## src/rtl/never8_pkg.sv

```systemverilog
// Shared definitions for the Never8 multi-byte arithmetic sequencer.
package never8_pkg;

    localparam int BYTE_W = 8;

    typedef enum logic [1:0] {
        IDLE = 2'd0,
        RUN  = 2'd1,
        DONE = 2'd2
    } seq_state_t;

endpackage

```

## src/rtl/eight_bit_adder.sv

```systemverilog
// Combinational 8-bit adder with carry-in and carry-out.
module eight_bit_adder
    import never8_pkg::*;
(
    input  logic [BYTE_W-1:0] a,
    input  logic [BYTE_W-1:0] b,
    input  logic              cin,
    output logic [BYTE_W-1:0] s,
    output logic              cout
);

    // 9-bit sum keeps the carry out of bit 7.
    assign {cout, s} = {1'b0, a} + {1'b0, b} + {{BYTE_W{1'b0}}, cin};

endmodule

```

## src/rtl/multibyte_add_seq.sv

```systemverilog
// Byte-serial wide adder: feeds eight_bit_adder one byte per clock, LSB
// first, chaining the carry. Optional macro SUBTRACT_EN adds a 'sub' port
// selecting A - B - borrow_in.
//
// state | meaning
// IDLE  | waiting for start; results hold
// RUN   | one operand byte added per clock
// DONE  | single-cycle result-valid (done) state
module multibyte_add_seq
    import never8_pkg::*;
#(
    parameter int NBYTES = 4
) (
    input  logic                     clk,
    input  logic                     rst_n,
    input  logic                     start,
    input  logic [BYTE_W*NBYTES-1:0] op_a,
    input  logic [BYTE_W*NBYTES-1:0] op_b,
    input  logic                     cin,
`ifdef SUBTRACT_EN
    input  logic                     sub,
`endif
    output logic                     busy,
    output logic                     done,
    output logic [BYTE_W*NBYTES-1:0] sum,
    output logic                     cout,
    output logic                     zero
);

    localparam int IDX_W = (NBYTES > 1) ? $clog2(NBYTES) : 1;
    localparam logic [IDX_W-1:0] LAST_IDX = IDX_W'(NBYTES - 1);

    seq_state_t               state_q, state_d;
    logic [IDX_W-1:0]         idx_q;
    logic                     carry_q;
    logic [BYTE_W*NBYTES-1:0] a_q, b_q, sum_q, sum_next;
    logic                     cout_q, zero_q;
    logic [BYTE_W-1:0]        a_byte, b_byte, s_byte;
    logic                     add_cout, final_cout, carry_init;
`ifdef SUBTRACT_EN
    logic                     sub_q;
`endif

    eight_bit_adder u_adder (
        .a    (a_byte),
        .b    (b_byte),
        .cin  (carry_q),
        .s    (s_byte),
        .cout (add_cout)
    );

    // Select the current byte pair and build the sum with that byte replaced.
    always_comb begin
        a_byte   = a_q[int'(idx_q)*BYTE_W +: BYTE_W];
        b_byte   = b_q[int'(idx_q)*BYTE_W +: BYTE_W];
`ifdef SUBTRACT_EN
        // Subtraction as A + ~B + ~borrow_in; borrow-out is the inverted carry.
        if (sub_q) begin
            b_byte = ~b_byte;
        end
        final_cout = sub_q ? ~add_cout : add_cout;
        carry_init = sub ? ~cin : cin;
`else
        final_cout = add_cout;
        carry_init = cin;
`endif
        sum_next = sum_q;
        sum_next[int'(idx_q)*BYTE_W +: BYTE_W] = s_byte;
    end

    // State register.
    always_ff @(posedge clk or negedge rst_n) begin
        if (!rst_n) begin
            state_q <= IDLE;
        end else begin
            state_q <= state_d;
        end
    end

    // Next-state logic.
    always_comb begin
        state_d = state_q;
        case (state_q)
            IDLE:    if (start) state_d = RUN;
            RUN:     if (idx_q == LAST_IDX) state_d = DONE;
            DONE:    state_d = IDLE;
            default: state_d = IDLE;
        endcase
    end

    // Operand latch, byte walk and result registers.
    always_ff @(posedge clk or negedge rst_n) begin
        if (!rst_n) begin
            idx_q   <= '0;
            carry_q <= 1'b0;
            a_q     <= '0;
            b_q     <= '0;
            sum_q   <= '0;
            cout_q  <= 1'b0;
            zero_q  <= 1'b0;
`ifdef SUBTRACT_EN
            sub_q   <= 1'b0;
`endif
        end else begin
            case (state_q)
                IDLE: begin
                    if (start) begin
                        a_q     <= op_a;
                        b_q     <= op_b;
                        carry_q <= carry_init;
                        idx_q   <= '0;
`ifdef SUBTRACT_EN
                        sub_q   <= sub;
`endif
                    end
                end
                RUN: begin
                    sum_q   <= sum_next;
                    carry_q <= add_cout;
                    idx_q   <= idx_q + 1'b1;
                    if (idx_q == LAST_IDX) begin
                        cout_q <= final_cout;
                        zero_q <= (sum_next == '0);
                    end
                end
                default: ;
            endcase
        end
    end

    assign busy = (state_q != IDLE);
    assign done = (state_q == DONE);
    assign sum  = sum_q;
    assign cout = cout_q;
    assign zero = zero_q;

endmodule

```

## config.mk

```make
export PLATFORM = sky130hd
export DESIGN_NAME = multibyte_add_seq
export DESIGN_NICKNAME = d
export VERILOG_FILES = /design/src/rtl/never8_pkg.sv /design/src/rtl/eight_bit_adder.sv /design/src/rtl/multibyte_add_seq.sv
export SDC_FILE = /design/constraint.sdc
export NUM_CORES = 1
export LEC_CHECK = 0
export BUFFER_PORTS_ARGS = -buffer_cell sky130_fd_sc_hd__buf_2
export CELL_PAD_IN_SITES_DETAIL_PLACEMENT = 1
export CELL_PAD_IN_SITES_GLOBAL_PLACEMENT = 1
export CORE_UTILIZATION = 25
export CTS_BUF_LIST = sky130_fd_sc_hd__clkbuf_16
export DETAILED_ROUTE_END_ITERATION = 16
export PLACE_DENSITY = 0.49
export REMOVE_ABC_BUFFERS = 1
export SKIP_CTS_REPAIR_TIMING = 1
export SYNTH_ARGS = -nofsm -noshare
export SYNTH_HDL_FRONTEND = slang
export SYNTH_HIERARCHICAL = 1
export SYNTH_SLANG_ARGS = --single-unit
```

## constraint.sdc

```tcl
create_clock -name clk -period 4.3 [get_ports clk]
set_clock_uncertainty 0.05 [all_clocks]
set_input_delay 0.43 -clock clk [delete_from_list [all_inputs] [get_ports clk]]
set_output_delay 0.43 -clock clk [all_outputs]
set_load 0.005 [all_outputs]
```

=== Word-level counts from Yosys, hierarchy flattened ===
Cells that the tools add are included.

* Register bits: 103
* Word-level logic and storage cells: 37
* Output and inout port bits: 36
* Bits of input ports: 68

* Shift-type cells: 4
* Add/sub/neg operators: 4
* Eq/ne operators: 5
* Muxes and demuxes: 8
* Reductions and logical operators: 8

{| class="wikitable"
|+ Operators with widths
! cell !! count
|-
| 32-bit by 6-bit indexed part select with 8-bit output || 2
|-
| 5-bit negation with 33-bit output || 1
|-
| 8-bit by 33-bit variable shift with 32-bit output (first input constant) || 1
|-
| 8-bit by 33-bit indexed part select with 32-bit output || 1
|-
| 32-bit bitwise mux || 1
|-
| 32-bit logical NOT || 1
|-
| 8-bit by 8-bit adder with 9-bit output || 1
|-
| 9-bit by 1-bit adder with 9-bit output || 1
|-
| 2-bit one-hot mux with 2 select lines || 2
|-
| 2-bit AND reduction || 4
|-
| 2-bit two-way mux || 3
|-
| 2-bit equality test (second input constant) || 2
|-
| 2-bit != test (second input constant) || 2
|-
| 2-bit nonzero test || 2
|-
| 2-bit by 1-bit adder with 2-bit output (second input constant) || 1
|-
| 2-bit by 1-bit equality test with 1-bit output (second input constant) || 1
|-
| 2-bit logical NOT || 1
|-
| 1-bit one-hot mux with 2 select lines || 1
|-
| 1-bit two-way mux || 1
|}

=== Depth between registers and ports, before layout ===
* Word-level depth: 6
* Gate-level depth with buffers: 14
* Gate-level depth less buffers: 12

=== By module ===
Netlist, hierarchy kept.

{| class="wikitable"
|+ Modules (own cells, without submodules)
! module !! cells an instance !! seq. area each (um^2) !! times used !! area an instance (um^2)
|-
| multibyte_add_seq || 442 || 2577.5 || 1 || 4553.1
|-
| eight_bit_adder || 42 || 0.0 || 1 || 331.6
|}

=== Worst setup path after synthesis ===
Ideal clock, no wire load.

* Path type: register to register
* Start point: register idx_q[0]
* End point: register zero_q (netlist: zero)
* Data required time: 4184 ps
* Arrival time: 3719 ps
* Path slack: 466 ps
* Period minus slack after synthesis: 3834 ps
* Stages on the path, launching flop included: 15
* Library setup time: 66 ps
* Path buffers: 2
* Cells stage by stage: dfrtp_1 buf_4 buf_2 mux4_2 fa_1 fa_1 a21oi_1 nor2_1 nor2_1 xnor2_1 or4_4 o211ai_2 o21ai_1 nor2_1 a32o_2

* Word-level cells in the longest chain between the ends: 6
* Elaborated cells between the ends (all ways): 11
* Those cells by class: add/sub: 3; eq/ne: 1; shift: 4; mux: 1; reduce/logical: 2

{| class="wikitable"
|+ Ends and longest elaborated chain
! element !! line !! text
|-
| from (decl) || multibyte_add_seq.sv:34 || <nowiki>logic [IDX_W-1:0] idx_q;</nowiki>
|-
| from (signal assigned) || multibyte_add_seq.sv:120 || <nowiki>idx_q <= idx_q + 1'b1;</nowiki>
|-
| 32-bit by 6-bit indexed part select with 8-bit output || multibyte_add_seq.sv:54 || <nowiki>a_byte = a_q[int'(idx_q)*BYTE_W +: BYTE_W];</nowiki>
|-
| net a_byte[0] || multibyte_add_seq.sv:38 || <nowiki>logic [BYTE_W-1:0] a_byte, b_byte, s_byte;</nowiki>
|-
| 8-bit by 8-bit adder with 9-bit output || eight_bit_adder.sv:13 || <nowiki>assign {cout, s} = {1'b0, a} + {1'b0, b} + {{BYTE_W{1'b0}}, cin};</nowiki>
|-
| 9-bit by 1-bit adder with 9-bit output || eight_bit_adder.sv:13 ||
|-
| net s_byte[6] || multibyte_add_seq.sv:38 ||
|-
| 8-bit by 33-bit indexed part select with 32-bit output || multibyte_add_seq.sv:68 || <nowiki>sum_next[int'(idx_q)*BYTE_W +: BYTE_W] = s_byte;</nowiki>
|-
| 32-bit bitwise mux || multibyte_add_seq.sv:68 ||
|-
| 32-bit logical NOT || multibyte_add_seq.sv:123 || <nowiki>zero_q <= (sum_next == '0);</nowiki>
|-
| to (signal assigned) || multibyte_add_seq.sv:123 ||
|-
| to (decl) || multibyte_add_seq.sv:37 || <nowiki>logic cout_q, zero_q;</nowiki>
|}

The timed path passes the listed nets, and every way through them passes these cells.
A chain may end at the register's enable or synchronous reset.

=== Final worst setup path ===
* Start point: register idx_q[1]
* End point: register zero_q (netlist: zero)

Same word-level chain as after synthesis.

==> flow_summary.toml <==
[clock_network]
cts_tree = "yes"
insertion_delay_ns = 0.35
cts_inserted_buffers = 9
clkSinkCount = 103
clockBufferDepth = 2
h-tree-depth = 3
clk_pin_slew_worst_paths_ns = 0.07
root_buffer = "clkbuf_16"

[sta]
finalSetupTns_ns = 0
tightest_slew_ns = 0.914
setup_violations = 0
hold_viol = 0
period_minus_slack_ns = 3.83
final-max-slew-violation-count = 0
slew_headroom_pct = 39.1
timing.final.crit_share_pct = 89.1
fin_ws_ns = 0.468
fmax_ghz = 0.261
rsz0062_at_grt = "no"

[yosys]
synth_top_area_share_pct = 52.8
yosysUniqueCellTypes = 53
ys_seq_area_share_pct = 52.8
ys_ff_latch = 103
postSynthAreaPerCell_um2 = 10.1
synth_area_um2 = 4880
yosys.area.top_type = "dfrtp_1"
synth_cells = 484
async_flop_share_pct = 100
synth_warnings = 6
synth-edff-count = 0
yosys-top-cells-area = "dfrtp_1, nand2_1, mux4_2, a22o_1, ha_1"
synth_top_flop_cell = "dfrtp_1"

[setup_path]
r2r_start = "idx_q[1]"
crit_type = "reg2reg"
crit_required_ns = 4.53
regToRegEndpoint = "zero"
worstPathArrival_ns = 4.06
reg2reg_depth = 12
start_kind = "flop"
r2r_setup_slack_ns = 0.47
crit_fanout = 10
critPathCaptureType = "flop"

[route]
vias = 3869
routed_wl_um = 13700
first_pass_iters = 4
postRouteAntennaNets = 0
vias_per_cell = 4.57
wl_per_cell_um = 16.2
drc = 0
drt_iter0_drc = 169

[power_and_ir_drop]
p_clk_share_pct = 13.3
power_leakage_nw = 3.10
power_per_cell_area_nw_per_um2 = 928
internal-power_mw = 3.00
p_sw_mw = 2.52
p_comb_share_pct = 56.2
p_seq_share_pct = 30.4
sw_frac_of_total_pct = 45.7
vdd_drop_max_v = 0.000366

[final_layout]
multi_input_area_um2 = 2160
nNetsFinal = 665
fillers = 2186
seq_area_um2 = 2580
diodes = 0
drive_above_1_share_pct = 25.9
syn2layout_area_growth_pct = 21.6

[die]
dieWidth_um = 142
die_y_um = 142
start_util_pct = 25.8
io_pins = 104
core-area_um2 = 19000
rows = 50
die_area_um2 = 20100

[grt]
antenna_found_initial = 0
grt_pass1_vias = 4109
grt_pass1_wl_um = 22300
grt_max_degree = 72
grt_usage_pct = 14.5
grt_overflow_total = 0

[outcome]
status = "completed"

[place]
port_buffers = 103
gp_congestion = 0.781
pre_cts_slack_ns = 0.525
hpwl_um = 10100

[min_path]
hp-class = "in2async"

[job]
maxCapViolCount = 0
Yosys cell counts (2+ instances only):
master      n
nand2_1   204
dfrtp_1   103
a22o_1     31
mux4_2     16
ha_1       13
a21oi_1     9
buf_2       9
clkbuf_1    8
inv_1       8
nor2_1      8
nor4_1      7
nand3_1     6
buf_1       5
nor3_1      5
a21o_1      4
o21ai_0     4
a311o_1     3
nor2b_1     3
fa_1        2
xnor2_1     2
xor2_1      2
critical path, stage by stage (launching register included):
cell and delay [ns]:
dfrtp_1 0.61, mux4_2 0.40, fa_1 0.47, fa_1 0.41
a21oi_1 0.21, nor2_1 0.07, nor2_1 0.16, xnor2_1 0.21
or4_4 0.60, o211ai_2 0.15, o21ai_1 0.09, nor2_1 0.14
a32o_2 0.18
per-stage QoR:
step	cells	total power, mW	area [µm²]	hold WS, ns	utilization (%)
finish	847	5.51	5940	0.147	31.3
global route	847	6.01	5940	0.208	31.3
CTS	847	5.62	5940	0.189	31.3
detailed placement	831	4.85	5680	0.416	30.0
global placement	831	4.80	5680	0.407	30.0
floorplan	460	3.62	4770	0.0844	-
layout by cell type, fill, tap and decap left out, types with 2 or more instances in the layout:
cell type / count
nand2_1: 203
nor4_1: 7
a22o_1: 31
clkinv_1: 2
dfrtp_1: 102
fa_1: 2
inv_1: 10
nand2_2: 2
clkinv_2: 2
ha_1: 13
a21o_1: 4
nor2b_1: 3
nand3_1: 6
nor2_1: 8
buf_4: 9
a21oi_1: 9
xor2_1: 2
clkbuf_16: 9
mux4_2: 16
o21ai_0: 4
buf_2: 102
a311o_1: 3
nor3_1: 5
xnor2_1: 2
layout make-up:
type | count | area share, %
sequential | 103 | 43.4
clock inverter | 7 | 0.548
tap | 260 | 5.48
clock buffer | 9 | 3.79
timing repair buffer | 111 | 9.73
multi-input combinational | 348 | 36.5
inverter | 9 | 0.569
sequential cells by signal, summed over array words and instances, names as in the netlist:
| register | flops |
|---|---|
| b_q | 32 |
| cout | 1 |
| sum | 32 |
| state_q | 2 |
| carry_q | 1 |
| a_q | 32 |
| idx_q | 2 |
| zero | 1 |
logic make-up after synthesis:
kind of cell	count (synthesis)	share of synthesized area [%]
AO/OA/AOI/OAI	64	10.3
XOR/XNOR	4	0.717
adder cells (fa/ha/maj)	15	4.15
buffers and inverters	33	3.00
flip-flops	103	52.8
multiplexers	18	7.81
AND/OR/NAND/NOR	247	21.2
how the worst max path moves through the flow:
stage,to,start,slack (ns),cells after the start
CTS,zero,idx_q[1],0.46,12
floorplan,zero,idx_q[0],0.12,12
global route,zero,idx_q[1],0.18,12
finish,zero,idx_q[1],0.47,12
detailed placement,zero,idx_q[1],0.53,12
global placement,zero,idx_q[1],0.59,12
power groups by stage:
stage / Combinational, mW / Clock [mW] / Sequential (mW)
global placement: 3.09 / 0 / 1.71
finish: 3.10 / 0.734 / 1.68
global route: 3.47 / 0.798 / 1.74
floorplan: 1.98 / 0 / 1.64
detailed placement: 3.15 / 0 / 1.70
CTS: 3.17 / 0.761 / 1.69
routing by layer:
metal / track usage (%) / part of all wire [%] / vias to the layer above
li1: - / - / 1842
met5: 0 / 0 / -
met3: 3.64 / 4.4 / 6
met2: 23.4 / 47 / 88
met4: 3.96 / 0.71 / 0
met1: 19.4 / 48 / 1933
No activity file was read; power rests on OpenSTA's default activity.
